### config.mk
export PLATFORM = sky130hd
export DESIGN_NAME = game_ctrl_flat
export DESIGN_NICKNAME = d
export VERILOG_FILES = /design/src/rtl/game_pkg.sv /design/src/rtl/game_ctrl_if.sv /design/src/rtl/btn_debounce.sv /design/src/rtl/game_ctrl.sv /design/src/flat_wrapper.sv
export SDC_FILE = /design/constraint.sdc
export NUM_CORES = 1
export LEC_CHECK = 0
export CAP_MARGIN = 20
export CORE_ASPECT_RATIO = 0.5
export CORE_MARGIN = 2
export CORE_UTILIZATION = 52
export DETAILED_ROUTE_END_ITERATION = 12
export PLACE_DENSITY = 0.7
export SYNTH_ARGS = -nofsm -noshare
export SYNTH_HDL_FRONTEND = slang
export SYNTH_SLANG_ARGS = --single-unit
### constraint.sdc
create_clock -name clk_100MHz -period 5.6 [get_ports clk_100MHz]
set_input_delay 1.12 -clock clk_100MHz [delete_from_list [all_inputs] [get_ports clk_100MHz]]
set_output_delay 1.12 -clock clk_100MHz [all_outputs]
set_load 0.01 [all_outputs]
### src/rtl/game_pkg.sv
// rtl/game_pkg.sv - shared state encoding and default timing for the game controller
package game_pkg;

  // Game-level FSM states as seen on state_o
  typedef enum logic [1:0] {
    IDLE = 2'd0,
    ARM  = 2'd1,
    PLAY = 2'd2,
    OVER = 2'd3
  } game_state_t;

  // Default timing at 100 MHz
  localparam int unsigned DEF_DEBOUNCE_CYCLES     = 1_000_000;
  localparam int unsigned DEF_FLAP_HOLD_CYCLES    = 2_000_000;
  localparam int unsigned DEF_OVER_LOCKOUT_CYCLES = 50_000_000;
  localparam int unsigned DEF_RST_PULSE_CYCLES    = 4;

  // Games counter saturates here rather than wrapping
  localparam logic [7:0] GAME_COUNT_MAX = 8'hFF;

endpackage

### src/rtl/game_ctrl_if.sv
// rtl/game_ctrl_if.sv - button, renderer and status signals of the game controller
interface game_ctrl_if;
  import game_pkg::*;

  logic        btn_start;
  logic        btn_flap;
  logic        lose;
  logic        play_reset;
  logic        game_start;
  logic        flap;
  game_state_t state_o;
  logic [7:0]  game_count;

  // Environment side: drives buttons and the renderer's lose flag
  modport master (
    output btn_start, btn_flap, lose,
    input  play_reset, game_start, flap, state_o, game_count
  );

  // Controller side
  modport slave (
    input  btn_start, btn_flap, lose,
    output play_reset, game_start, flap, state_o, game_count
  );

endinterface

### src/rtl/btn_debounce.sv
// rtl/btn_debounce.sv - 2-FF synchronizer, stability debounce and rising-edge press strobe
module btn_debounce
  import game_pkg::*;
#(
  parameter int unsigned DEBOUNCE_CYCLES = DEF_DEBOUNCE_CYCLES
) (
  input  logic clk,
  input  logic reset,
  input  logic btn_raw,
  output logic press
);

  localparam int unsigned CW = $clog2(DEBOUNCE_CYCLES + 1);
  localparam logic [CW-1:0] CNT_LAST = CW'(DEBOUNCE_CYCLES - 1);

  logic          sync1_q, sync1_d;
  logic          sync2_q, sync2_d;
  logic          level_q, level_d;
  logic          press_q, press_d;
  logic [CW-1:0] cnt_q, cnt_d;

  // Count how long the synchronized input has disagreed with the debounced level
  always_comb begin
    sync1_d = btn_raw;
    sync2_d = sync1_q;
    level_d = level_q;
    cnt_d   = '0;
    if (sync2_q != level_q) begin
      if (cnt_q == CNT_LAST) begin
        level_d = sync2_q;
      end else begin
        cnt_d = cnt_q + 1'b1;
      end
    end
    press_d = level_d & ~level_q;
  end

  // State registers, all cleared by reset
  always_ff @(posedge clk) begin
    if (reset) begin
      sync1_q <= 1'b0;
      sync2_q <= 1'b0;
      level_q <= 1'b0;
      press_q <= 1'b0;
      cnt_q   <= '0;
    end else begin
      sync1_q <= sync1_d;
      sync2_q <= sync2_d;
      level_q <= level_d;
      press_q <= press_d;
      cnt_q   <= cnt_d;
    end
  end

  assign press = press_q;

endmodule

### src/rtl/game_ctrl.sv
// rtl/game_ctrl.sv - button conditioning, game FSM, flap stretcher and games counter
module game_ctrl
  import game_pkg::*;
#(
  parameter int unsigned DEBOUNCE_CYCLES     = DEF_DEBOUNCE_CYCLES,
  parameter int unsigned FLAP_HOLD_CYCLES    = DEF_FLAP_HOLD_CYCLES,
  parameter int unsigned OVER_LOCKOUT_CYCLES = DEF_OVER_LOCKOUT_CYCLES,
  parameter int unsigned RST_PULSE_CYCLES    = DEF_RST_PULSE_CYCLES
) (
  input  logic       clk_100MHz,
  input  logic       reset,
  game_ctrl_if.slave bus
);

  localparam int unsigned HW = $clog2(FLAP_HOLD_CYCLES + 1);
  localparam int unsigned LW = $clog2(OVER_LOCKOUT_CYCLES + 1);
  localparam int unsigned RW = $clog2(RST_PULSE_CYCLES + 1);

  localparam logic [HW-1:0] HOLD_LOAD = HW'(FLAP_HOLD_CYCLES);
  localparam logic [LW-1:0] LOCK_LOAD = LW'(OVER_LOCKOUT_CYCLES);
  localparam logic [RW-1:0] RST_LAST  = RW'(RST_PULSE_CYCLES - 1);

  localparam logic [1:0] ST_IDLE = 2'(IDLE);
  localparam logic [1:0] ST_ARM  = 2'(ARM);
  localparam logic [1:0] ST_PLAY = 2'(PLAY);
  localparam logic [1:0] ST_OVER = 2'(OVER);

  logic          start_press;
  logic          flap_press;
  logic [1:0]    state_q, state_d;
  logic [RW-1:0] rst_cnt_q, rst_cnt_d;
  logic [LW-1:0] lock_cnt_q, lock_cnt_d;
  logic [HW-1:0] hold_cnt_q, hold_cnt_d;
  logic [7:0]    count_q, count_d;
  logic          play_reset_q, play_reset_d;
  logic          game_start_q, game_start_d;

  btn_debounce #(
    .DEBOUNCE_CYCLES(DEBOUNCE_CYCLES)
  ) u_start_db (
    .clk     (clk_100MHz),
    .reset   (reset),
    .btn_raw (bus.btn_start),
    .press   (start_press)
  );

  btn_debounce #(
    .DEBOUNCE_CYCLES(DEBOUNCE_CYCLES)
  ) u_flap_db (
    .clk     (clk_100MHz),
    .reset   (reset),
    .btn_raw (bus.btn_flap),
    .press   (flap_press)
  );

  // Game FSM with its reset-pulse, lockout, flap-hold and games counters
  always_comb begin
    state_d    = state_q;
    rst_cnt_d  = rst_cnt_q;
    lock_cnt_d = lock_cnt_q;
    hold_cnt_d = hold_cnt_q;
    count_d    = count_q;
    case (state_q)
      ST_IDLE: begin
        rst_cnt_d  = '0;
        hold_cnt_d = '0;
        // A flap press arriving with start is simply not looked at here
        if (start_press) begin
          state_d = ST_ARM;
        end
      end
      ST_ARM: begin
        // lose is not looked at: the renderer is still being cleared
        hold_cnt_d = '0;
        if (rst_cnt_q == RST_LAST) begin
          state_d   = ST_PLAY;
          rst_cnt_d = '0;
          if (count_q != GAME_COUNT_MAX) begin
            count_d = count_q + 8'd1;
          end
        end else begin
          rst_cnt_d = rst_cnt_q + 1'b1;
        end
      end
      ST_PLAY: begin
        // Collision beats a simultaneous flap and kills any running pulse
        if (bus.lose) begin
          state_d    = ST_OVER;
          lock_cnt_d = LOCK_LOAD;
          hold_cnt_d = '0;
        end else if (flap_press) begin
          hold_cnt_d = HOLD_LOAD;
        end else if (hold_cnt_q != '0) begin
          hold_cnt_d = hold_cnt_q - 1'b1;
        end
      end
      default: begin
        // OVER: a press seen during lockout is dropped, never remembered
        hold_cnt_d = '0;
        if (start_press && (lock_cnt_q == '0)) begin
          state_d   = ST_ARM;
          rst_cnt_d = '0;
        end else if (lock_cnt_q != '0) begin
          lock_cnt_d = lock_cnt_q - 1'b1;
        end
      end
    endcase
  end

  // Renderer controls follow the next state so they line up with state_o
  always_comb begin
    play_reset_d = (state_d == ST_IDLE) || (state_d == ST_ARM);
    game_start_d = (state_d == ST_PLAY) || (state_d == ST_OVER);
  end

  // State and output registers
  always_ff @(posedge clk_100MHz) begin
    if (reset) begin
      state_q      <= ST_IDLE;
      rst_cnt_q    <= '0;
      lock_cnt_q   <= '0;
      hold_cnt_q   <= '0;
      count_q      <= '0;
      play_reset_q <= 1'b1;
      game_start_q <= 1'b0;
    end else begin
      state_q      <= state_d;
      rst_cnt_q    <= rst_cnt_d;
      lock_cnt_q   <= lock_cnt_d;
      hold_cnt_q   <= hold_cnt_d;
      count_q      <= count_d;
      play_reset_q <= play_reset_d;
      game_start_q <= game_start_d;
    end
  end

  assign bus.play_reset = play_reset_q;
  assign bus.game_start = game_start_q;
  assign bus.flap       = (hold_cnt_q != '0);
  assign bus.state_o    = game_state_t'(state_q);
  assign bus.game_count = count_q;

endmodule

### src/flat_wrapper.sv
// flat-port wrapper written by rule: the top's interface ports become plain ports
module game_ctrl_flat import game_pkg::*;
#(
  parameter int unsigned DEBOUNCE_CYCLES     = DEF_DEBOUNCE_CYCLES,
  parameter int unsigned FLAP_HOLD_CYCLES    = DEF_FLAP_HOLD_CYCLES,
  parameter int unsigned OVER_LOCKOUT_CYCLES = DEF_OVER_LOCKOUT_CYCLES,
  parameter int unsigned RST_PULSE_CYCLES    = DEF_RST_PULSE_CYCLES
)
  (clk_100MHz, reset, bus_btn_start, bus_btn_flap, bus_lose, bus_play_reset, bus_game_start, bus_flap, bus_state_o, bus_game_count);
  game_ctrl_if bus_i ();
  input  logic clk_100MHz;
  input  logic reset;
  input wire logic [$bits(bus_i.btn_start)-1:0] bus_btn_start;
  input wire logic [$bits(bus_i.btn_flap)-1:0] bus_btn_flap;
  input wire logic [$bits(bus_i.lose)-1:0] bus_lose;
  output wire logic [$bits(bus_i.play_reset)-1:0] bus_play_reset;
  output wire logic [$bits(bus_i.game_start)-1:0] bus_game_start;
  output wire logic [$bits(bus_i.flap)-1:0] bus_flap;
  output wire logic [$bits(bus_i.state_o)-1:0] bus_state_o;
  output wire logic [$bits(bus_i.game_count)-1:0] bus_game_count;
  assign bus_i.btn_start = bus_btn_start;
  assign bus_i.btn_flap = bus_btn_flap;
  assign bus_i.lose = bus_lose;
  assign bus_play_reset = bus_i.play_reset;
  assign bus_game_start = bus_i.game_start;
  assign bus_flap = bus_i.flap;
  assign bus_state_o = bus_i.state_o;
  assign bus_game_count = bus_i.game_count;
  game_ctrl #(.DEBOUNCE_CYCLES(DEBOUNCE_CYCLES), .FLAP_HOLD_CYCLES(FLAP_HOLD_CYCLES), .OVER_LOCKOUT_CYCLES(OVER_LOCKOUT_CYCLES), .RST_PULSE_CYCLES(RST_PULSE_CYCLES)) u_core (.clk_100MHz(clk_100MHz), .reset(reset), .bus(bus_i));
endmodule
==> impl_metrics.tcl, run 1 <==
set metrics [dict create \
    status "completed" \
    p_seq_share_pct 51.4 \
    ys_warn_count 0 \
    r2r_end "u_core.rst_cnt_q[2]" \
    grt.met3_usage_pct 5.64 \
    clockBufferDepth 2 \
    holdBufCountCts 0 \
    synth_area_per_cell_um2 8.76 \
    num_rows 25 \
    area_growth_pct 11.6 \
    reg2reg_slack_ps 2910 \
    maxCapViolations 0 \
    cp_max_fo 8 \
    clkPwrFrac_pct 47.6 \
    post-route-period-util_pct 73.1 \
    worstSetupStartpoint "u_core.hold_cnt_q[0]" \
    n_antenna_cell 0 \
    critPathCaptureType "output pin" \
    critPathArrivalTime_ps 2980 \
    cp_slowest_stage_delay_ps 650 \
    cp.required_ps 4480 \
    htree_levels 3 \
    cts_resized 0 \
    grt_pass1_vias 3536 \
    cts_buffers 9 \
    hold_class "register to register" \
    drtAntennaViolNets 0 \
    cp-start-kind "register" \
    clk-insertion-delay-late_ps 350 \
    die_h_um 73.2 \
    io_pins 18 \
    cts_tree "yes" \
    synth_seq_cells 110 \
    dp_cells 685 \
    r2r_cells 7 \
    routabilityCongestion 0.826 \
    totalWireLength_mm 9.48 \
    layout_common_cells "dfxtp_1, nor2_1, xor2_1, xnor2_1, nand2_1" \
    drive_gt1_share_pct 5.69 \
    slowest_stage "or4_1" \
    cts.clk_slew.worst_paths_ps 70 \
    clock_sinks 110 \
    period_minus_slack_ps 4100 \
    busiest_layer "met2" \
    vias 3887 \
    port_buffers 17 \
    critPathTopFamily "simple AND/OR/NAND/NOR gates" \
    nFillCells 847 \
    synth-edff-count 0 \
    fin_skew_ps 7.32 \
    cp_num_buf_inv 2 \
    ir_drop_uv 172 \
    synthFlopType "dfxtp_1" \
    final-seq-area_mm2 0.00220 \
    timing.setup.tns_ps 0 \
    reg2reg_from "u_core.lock_cnt_q[0]" \
    max_slew.worst_pin.slew_ps 949 \
    rsz0062_at_grt "no" \
    synth_area_mm2 0.00498 \
    multi_input_area_mm2 0.00264 \
    core-area_mm2 0.00938 \
    drv_slew 0 \
    crit_type "register to output pin" \
    routed_via_density 5.54 \
    ys_seq_area_share_pct 44.2 \
    start_util_pct 53.1 \
    power_frac_comb_pct 1.0 \
    globalRouteMet1Util_pct 25.4 \
    drc 0 \
    gr-total-overflow 0 \
    finalSetupViolations 0 \
    dp_hpwl_mm 6.39 \
    switching_share_pct 19.6 \
    crit_cells 6 \
    fin_cells 701 \
    first_pass_iters 4 \
    grt_pass1_wl_mm 16.5 \
    power.switching_mw 0.298 \
    crit_end "bus_flap" \
    crit_chain "inv_1 -> ha_1 -> nor4b_1 -> nand3_1 -> or4_1 -> clkdlybuf4s50_1" \
    nNetsFinal 587 \
    syn_nets 581 \
    wl_per_cell_um 13.5 \
    fmax_mhz 244 \
    die_w_um 142 \
    slew_headroom_pct 36.1 \
    use_met2_pct 32.9 \
    post_cts_buffers 0 \
    grt_max_degree 43 \
    track_usage_pct 19.8 \
    finalHoldViolations 0 \
    leakagePower_nw 1.93 \
    holdPathStages 1 \
    synth_cells 569 \
    drtIter0Drc 150 \
    p_per_area_mw_per_mm2 274 \
    antenna_found_initial 0 \
    synth_cell_types 49 \
    cts-root-buf "clkbuf_16" \
    async_flop_share_pct 0 \
    die_area_mm2 0.0104 \
    power.internal_mw 1.23 \
    final_common_cell "dfxtp_1" \
]
==> metal layers <==
metal	share of wire (%)	vias up
li1	-	2024
met1	50	1820
met2	46	32
met3	3.1	11
met4	1.2	0
met5	0	-
==> flip-flops by register name, summed over array words and instances, names as in the netlist, 2 cells and up <==
register	cells
u_core.lock_cnt_q	26
u_core.bus.game_count	8
u_core.bus.state_o	2
u_core.u_flap_db.cnt_q	20
u_core.rst_cnt_q	3
u_core.u_start_db.cnt_q	20
u_core.hold_cnt_q	21
==> cell type report <==
class                   count  share of cell area, %
clock buffers               9                   4.05
flip-flops and latches    110                   39.6
repair buffers             18                   3.19
clock inverters             7                   2.16
inverters                  12                  0.810
multi-input cells         424                   47.5
well taps                 121                   2.72
==> synth_stat cells (7+ instances only) <==
cell type,count,share of area (%)
xnor2_1,32,5.6
nand2b_1,7,0.88
nand2_1,25,1.9
or4_1,10,1.5
dfxtp_1,110,44
a21oi_1,19,1.9
inv_1,12,0.90
and3_1,13,1.6
nor3_1,12,1.2
ha_1,7,1.8
xor2_1,39,6.9
nand4_1,19,2.4
or3_1,14,1.8
o31ai_1,8,1.2
o21ai_0,18,1.8
a31oi_1,8,1.0
nor4_1,16,2.0
nor2b_1,7,0.88
nor2_1,94,7.1
clkbuf_1,20,1.5
nand3_1,22,2.2
==> stage by stage <==
step	util [%]	cell area (um^2)	power [mW]	hold WS, ps	setup slack [ps]
floorplan	-	4980	0.811	414	2430
global placement	55.6	5220	0.818	433	1950
detailed placement	55.6	5220	0.818	440	1870
finish	59.3	5560	1.53	457	1500
CTS	59.3	5560	1.55	458	1510
global route	59.3	5560	1.58	471	1140
==> power by group through the flow <==
stage,Sequential [mW],Clock [mW],Combinational [mW]
floorplan,0.802,0,0.00902
global placement,0.803,0,0.0149
detailed placement,0.803,0,0.0149
CTS,0.784,0.749,0.0150
global route,0.784,0.776,0.0164
finish,0.785,0.726,0.0145
==> worst min-delay path by stage <==
| stage | startpoint | to | slack [ps] |
|---|---|---|---|
| after detailed placement | u_core.u_flap_db.sync1_q | u_core.u_flap_db.sync2_q | 440 |
| after global routing | u_core.u_flap_db.sync1_q | u_core.u_flap_db.sync2_q | 470 |
| after floorplan | u_core.u_flap_db.sync1_q | u_core.u_flap_db.sync2_q | 410 |
| final | u_core.u_flap_db.sync1_q | u_core.u_flap_db.sync2_q | 460 |
| after global placement | u_core.u_flap_db.sync1_q | u_core.u_flap_db.sync2_q | 430 |
| after CTS | u_core.u_flap_db.sync1_q | u_core.u_flap_db.sync2_q | 460 |
==> cells by family after synthesis <==
logic type / after synthesis / share of synthesized area [%]
buf+inv: 35 / 2.84
mux: 4 / 0.828
simple gates: 268 / 28.3
compound gates: 74 / 9.61
flops: 110 / 44.2
xor+xnor: 71 / 12.5
fa+ha+maj: 7 / 1.76
Note: power is estimated with default switching activity, not from simulation.
==> run 2, diff against run 1 <==
==> constraint.sdc (replaced) <==
create_clock -name clk_100MHz -period 4 [get_ports clk_100MHz]
set_input_delay 0.8 -clock clk_100MHz [delete_from_list [all_inputs] [get_ports clk_100MHz]]
set_output_delay 0.8 -clock clk_100MHz [all_outputs]
set_load 0.01 [all_outputs]
==> run 2 against run 1 <==
Register-to-register slack got worse by 1600 ps; flip-flop and latch count did not move; non-clock buffer count did not move; die area did not move; sequential power rose by 40%; clock skew fell by 1.5 ps; largest cell class unchanged; critical path depth fell by 2; highest routed layer unchanged.
==> impl_metrics.tcl, run 2 (same netlist as run 1, synthesis figures left out) <==
set metrics [dict create \
    p_seq_share_pct 55.0 \
    drv_slew 0 \
    htree_levels 3 \
    reg2reg_slack_ps 1310 \
    io_pins 18 \
    rsz0062_at_grt "no" \
    cp_max_fo 9 \
    dp_cells 685 \
    status "completed" \
    routabilityCongestion 0.796 \
    grt_pass1_wl_mm 15.9 \
    drc 0 \
    area_growth_pct 10.6 \
    ir_drop_uv 204 \
    track_usage_pct 19.2 \
    clockBufferDepth 2 \
    r2r_cells 7 \
    cts.clk_slew.worst_paths_ps 70 \
    core-area_mm2 0.00938 \
    num_rows 25 \
    power.internal_mw 1.60 \
    crit_chain "or4_4 -> or4_4 -> or4_1 -> clkdlybuf4s50_1" \
    slew_headroom_pct 26.9 \
    holdPathStages 1 \
    n_antenna_cell 0 \
    drtIter0Drc 173 \
    first_pass_iters 4 \
    die_w_um 142 \
    grt_max_degree 42 \
    finalSetupViolations 0 \
    drtAntennaViolNets 0 \
    gr-total-overflow 0 \
    antenna_found_initial 0 \
    fmax_mhz 272 \
    clkPwrFrac_pct 43.9 \
    critical_path.most_common_cell "or4_4" \
    post_cts_buffers 0 \
    cts-root-buf "clkbuf_16" \
    reg_top3 "u_core.lock_cnt_q x26, u_core.hold_cnt_q x21" \
    die_h_um 73.2 \
    final_common_cell "dfxtp_1" \
    final_util_pct 58.8 \
    cts_tree "yes" \
    critPathCaptureType "output pin" \
    power_frac_comb_pct 1.0 \
    slowest_stage "or4_4" \
    cp_slowest_stage_delay_ps 580 \
    reg2reg_from "u_core.lock_cnt_q[0]" \
    cp.required_ps 3200 \
    top_register "u_core.lock_cnt_q" \
    maxCapViolations 0 \
    finalHoldViolations 0 \
    switching_share_pct 19.7 \
    cp-start-kind "register" \
    fin_skew_ps 5.84 \
    pre_cts_ws_ps 592 \
    routed_via_density 5.58 \
    drive_gt1_share_pct 5.35 \
    nNetsFinal 587 \
    cts_buffers 9 \
    crit_type "register to output pin" \
    die_area_mm2 0.0104 \
    clk-insertion-delay-late_ps 350 \
    layout_common_cells "dfxtp_1, nor2_1, xor2_1, xnor2_1, nand2_1" \
    grt_pass1_vias 3580 \
    clock_sinks 110 \
    timing.setup.tns_ps 0 \
    critPathArrivalTime_ps 2880 \
    max_slew.worst_pin.slew_ps 1090 \
    wl_per_cell_um 13.4 \
    port_buffers 17 \
    p_per_area_mw_per_mm2 362 \
    hold_class "register to register" \
    post-route-period-util_pct 92.0 \
    worstSetupStartpoint "u_core.hold_cnt_q[4]" \
    dp_hpwl_mm 6.31 \
    period_minus_slack_ps 3680 \
    nFillCells 839 \
    totalWireLength_mm 9.38 \
    leakagePower_nw 1.90 \
    largest_reg_flops 26 \
    fin_cells 700 \
    start_util_pct 53.1 \
    hp-start "u_core.u_flap_db.sync1_q" \
    vias 3905 \
    layout_setup_ws_ps 319 \
    power.switching_mw 0.393 \
]
[run 2: cell count changes in the layout (fill, tap and decap cells not counted)]
cell	before	now
bufinv_16	3	1
clkbuf_1	0	2
clkbuf_8	0	1
clkinv_2	1	0
clkinv_4	1	0
clkinvlp_4	1	2
inv_6	1	0
nor4b_1	5	4
nor4b_2	0	1
[run 2: layout make-up]
type	instances	area [um^2]	share of cell area, %
multi-input combinational	424	2650	48.0
sequential	110	2200	39.9
clock buffer	12	246	4.47
timing repair buffer	18	178	3.22
tap	121	151	2.75
clock inverter	3	45.0	0.817
inverter	12	45.0	0.817
[run 2: worst paths after layout]
kind	to
max	bus_flap
min	u_core.u_flap_db.sync2_q
max reg2reg	u_core.rst_cnt_q[2]
min reg2reg	u_core.u_flap_db.sync2_q
[run 2: routing by layer]
layer	GRT usage [%]	vias up	share of wire, %
met2	31.2	64	44
met3	6.30	12	4.1
met5	0	-	0
li1	-	2021	-
met1	24.5	1808	50
met4	6.49	0	1.2
[run 2: worst max-delay path: cells and delay by family (launching register included)]
family | cells | cell delay [ps]
buf+inv | 1 | 520
flops | 1 | 360
simple gates | 3 | 1660
[run 2: per-stage QoR]
stage               area (um^2)  total power [mW]  hold slack, ps
floorplan                  4980              1.14             414
global placement           5220              1.14             428
detailed placement         5220              1.14             426
CTS                        5510              2.03             442
global route               5520              2.08             457
finish                     5520              2.00             440
[run 2: repair_timing]
item	CTS	global route
setup endpoints to repair	0	1
gates resized for setup	0	1
endpoints found under the hold margin	0	0
hold buffers	0	0
[run 2: power groups by stage]
stage	Combinational [mW]	Clock [mW]	Sequential (mW)
floorplan	0.0126	0	1.12
global placement	0.0209	0	1.12
detailed placement	0.0208	0	1.12
CTS	0.0209	0.912	1.10
global route	0.0228	0.957	1.10
finish	0.0204	0.877	1.10
==> run 3, diff against run 2 <==
--- a/config.mk
+++ b/config.mk
@@ -7,7 +7,6 @@
 export LEC_CHECK = 0
 export CAP_MARGIN = 20
 export CORE_ASPECT_RATIO = 0.5
-export CORE_MARGIN = 2
 export CORE_UTILIZATION = 52
 export DETAILED_ROUTE_END_ITERATION = 12
 export PLACE_DENSITY = 0.7
==> run 3 against run 2 <==
Combinational power rose by 2%; clock-buffer cell count is 3 lower; core utilization rose by 3.1 points; critical path depth grew 3; clock power up 19%; critical endpoint unchanged.
==> impl_metrics.tcl, run 3 (same netlist as run 1, synthesis figures left out) <==
set metrics [dict create \
    status "completed" \
    reg2reg_from "u_core.lock_cnt_q[0]" \
    die_h_um 71.2 \
    core-area_mm2 0.00901 \
    drc 0 \
    cts_resized 0 \
    n_antenna_cell 0 \
    nNetsFinal 588 \
    p_seq_share_pct 50.9 \
    holdPathStages 1 \
    pre_cts_ws_ps 695 \
    p_per_area_mw_per_mm2 387 \
    layout_common_cells "dfxtp_1, nor2_1, xor2_1, xnor2_1, nand2_1" \
    clk-insertion-delay-late_ps 350 \
    area_growth_pct 11.8 \
    grt_max_degree 42 \
    drtIter0Drc 179 \
    gr-total-overflow 0 \
    period_minus_slack_ps 3730 \
    slew_headroom_pct 36.3 \
    cts-root-buf "clkbuf_16" \
    power_frac_comb_pct 1.0 \
    critPathTopFamily "simple AND/OR/NAND/NOR gates" \
    grt_pass1_wl_mm 15.6 \
    vias 3888 \
    port_buffers 17 \
    antenna_found_initial 0 \
    largest_reg_flops 26 \
    multi_input_area_mm2 0.00264 \
    final_util_pct 61.9 \
    leakagePower_nw 1.94 \
    slowest_stage "or4_1" \
    grt_pass1_vias 3430 \
    reg_top3 "u_core.lock_cnt_q x26, u_core.hold_cnt_q x21" \
    clockBufferDepth 2 \
    critPathCaptureType "output pin" \
    maxCapViolations 0 \
    num_rows 24 \
    r2r_end "u_core.lock_cnt_q[17]" \
    drtAntennaViolNets 0 \
    cts_buffers 9 \
    timing.setup.tns_ps 0 \
    fin_cells 698 \
    hp-start "u_core.u_flap_db.sync1_q" \
    post_cts_buffers 0 \
    finalHoldViolations 0 \
    cp.required_ps 3200 \
    cts.clk_slew.worst_paths_ps 70 \
    fmax_mhz 268 \
    routed_via_density 5.57 \
    post-route-period-util_pct 93.2 \
    track_usage_pct 19.1 \
    cts_tree "yes" \
    cp_max_fo 8 \
    min_to "u_core.u_flap_db.sync2_q" \
    cp_num_buf_inv 3 \
    routabilityCongestion 0.828 \
    max_slew.worst_pin.slew_ps 947 \
    start_util_pct 55.3 \
    power.switching_mw 0.432 \
    layout_setup_ws_ps 273 \
    io_pins 18 \
    power.internal_mw 1.73 \
    clkPwrFrac_pct 48.2 \
    final-seq-area_mm2 0.00220 \
    crit_chain "inv_1 -> ha_1 -> nor4b_1 -> nand3_1 -> buf_4 -> or4_1 -> clkdlybuf4s50_1" \
    dp_cells 682 \
    drive_gt1_share_pct 5.85 \
    finalSetupViolations 0 \
    final_common_cell "dfxtp_1" \
    reg2reg_slack_ps 1340 \
    drv_slew 0 \
    holdBufCountCts 0 \
    r2r_cells 7 \
    rsz0062_at_grt "no" \
    wl_per_cell_um 13.0 \
    dp_hpwl_mm 6.17 \
    cp-start-kind "register" \
    ir_drop_uv 205 \
    fin_skew_ps 5.60 \
    cp_slowest_stage_delay_ps 580 \
    die_area_mm2 0.0100 \
    htree_levels 3 \
    crit_type "register to output pin" \
    clock_sinks 110 \
    die_w_um 140 \
    switching_share_pct 20.0 \
    hold_class "register to register" \
    first_pass_iters 4 \
    totalWireLength_mm 9.05 \
    critPathArrivalTime_ps 2930 \
    holdWs_ps 454 \
    top_register "u_core.lock_cnt_q" \
    nFillCells 776 \
]
-- run 3: cell types whose count changed in the layout (fill, tap and decap cells not counted), sizes merged --
cell      previous run  this run
clkbuf              12         9
bufinv               1         3
clkinv               0         2
clkinvlp             2         0
inv                 12        14
buf                  1         2
-- run 3: routing by layer --
layer | GRT usage, % | wire (um)
met5 | 0 | 0
met4 | 4.47 | 73
met3 | 5.28 | 308
met2 | 30.8 | 3860
met1 | 25.9 | 4810
-- run 3: per-stage QoR --
step / area (um^2) / power, mW
finish: 5580 / 2.16
detailed placement: 5220 / 1.14
global placement: 5220 / 1.14
CTS: 5580 / 2.18
global route: 5580 / 2.23
floorplan: 4980 / 1.14
-- run 3: area by class of cell --
cell class | count | area share [%]
repair buffers | 19 | 3.32
clock buffers | 9 | 4.04
flip-flops and latches | 110 | 39.5
inverters | 12 | 0.808
clock inverters | 7 | 2.33
multi-input cells | 424 | 47.4
well taps | 117 | 2.63
-- run 3: worst max-delay path by stage --
stage	slack (ps)	start	cells after the start	to
finish	270	u_core.hold_cnt_q[0]	7	bus_flap
global route	150	u_core.hold_cnt_q[0]	7	bus_flap
CTS	290	u_core.hold_cnt_q[4]	4	bus_flap
detailed placement	700	bus_lose	6	u_core.lock_cnt_q[9]
global placement	700	u_core.hold_cnt_q[4]	4	bus_flap
floorplan	1150	u_core.hold_cnt_q[4]	5	bus_flap
-- run 3: power groups by stage --
stage / combinational (mW) / clock, mW / sequential (mW)
CTS: 0.0212 / 1.07 / 1.10
floorplan: 0.0126 / 0 / 1.12
detailed placement: 0.0210 / 0 / 1.12
global route: 0.0228 / 1.11 / 1.10
global placement: 0.0211 / 0 / 1.12
finish: 0.0208 / 1.04 / 1.10
-- run 3: worst reg2reg max path: stages (launching register included) --
cell and delay (ps):
dfxtp_1 340, inv_1 60, ha_1 170, or4b_2 660
or3_1 550, o211ai_1 450, o21ai_0 160, a31oi_1 190
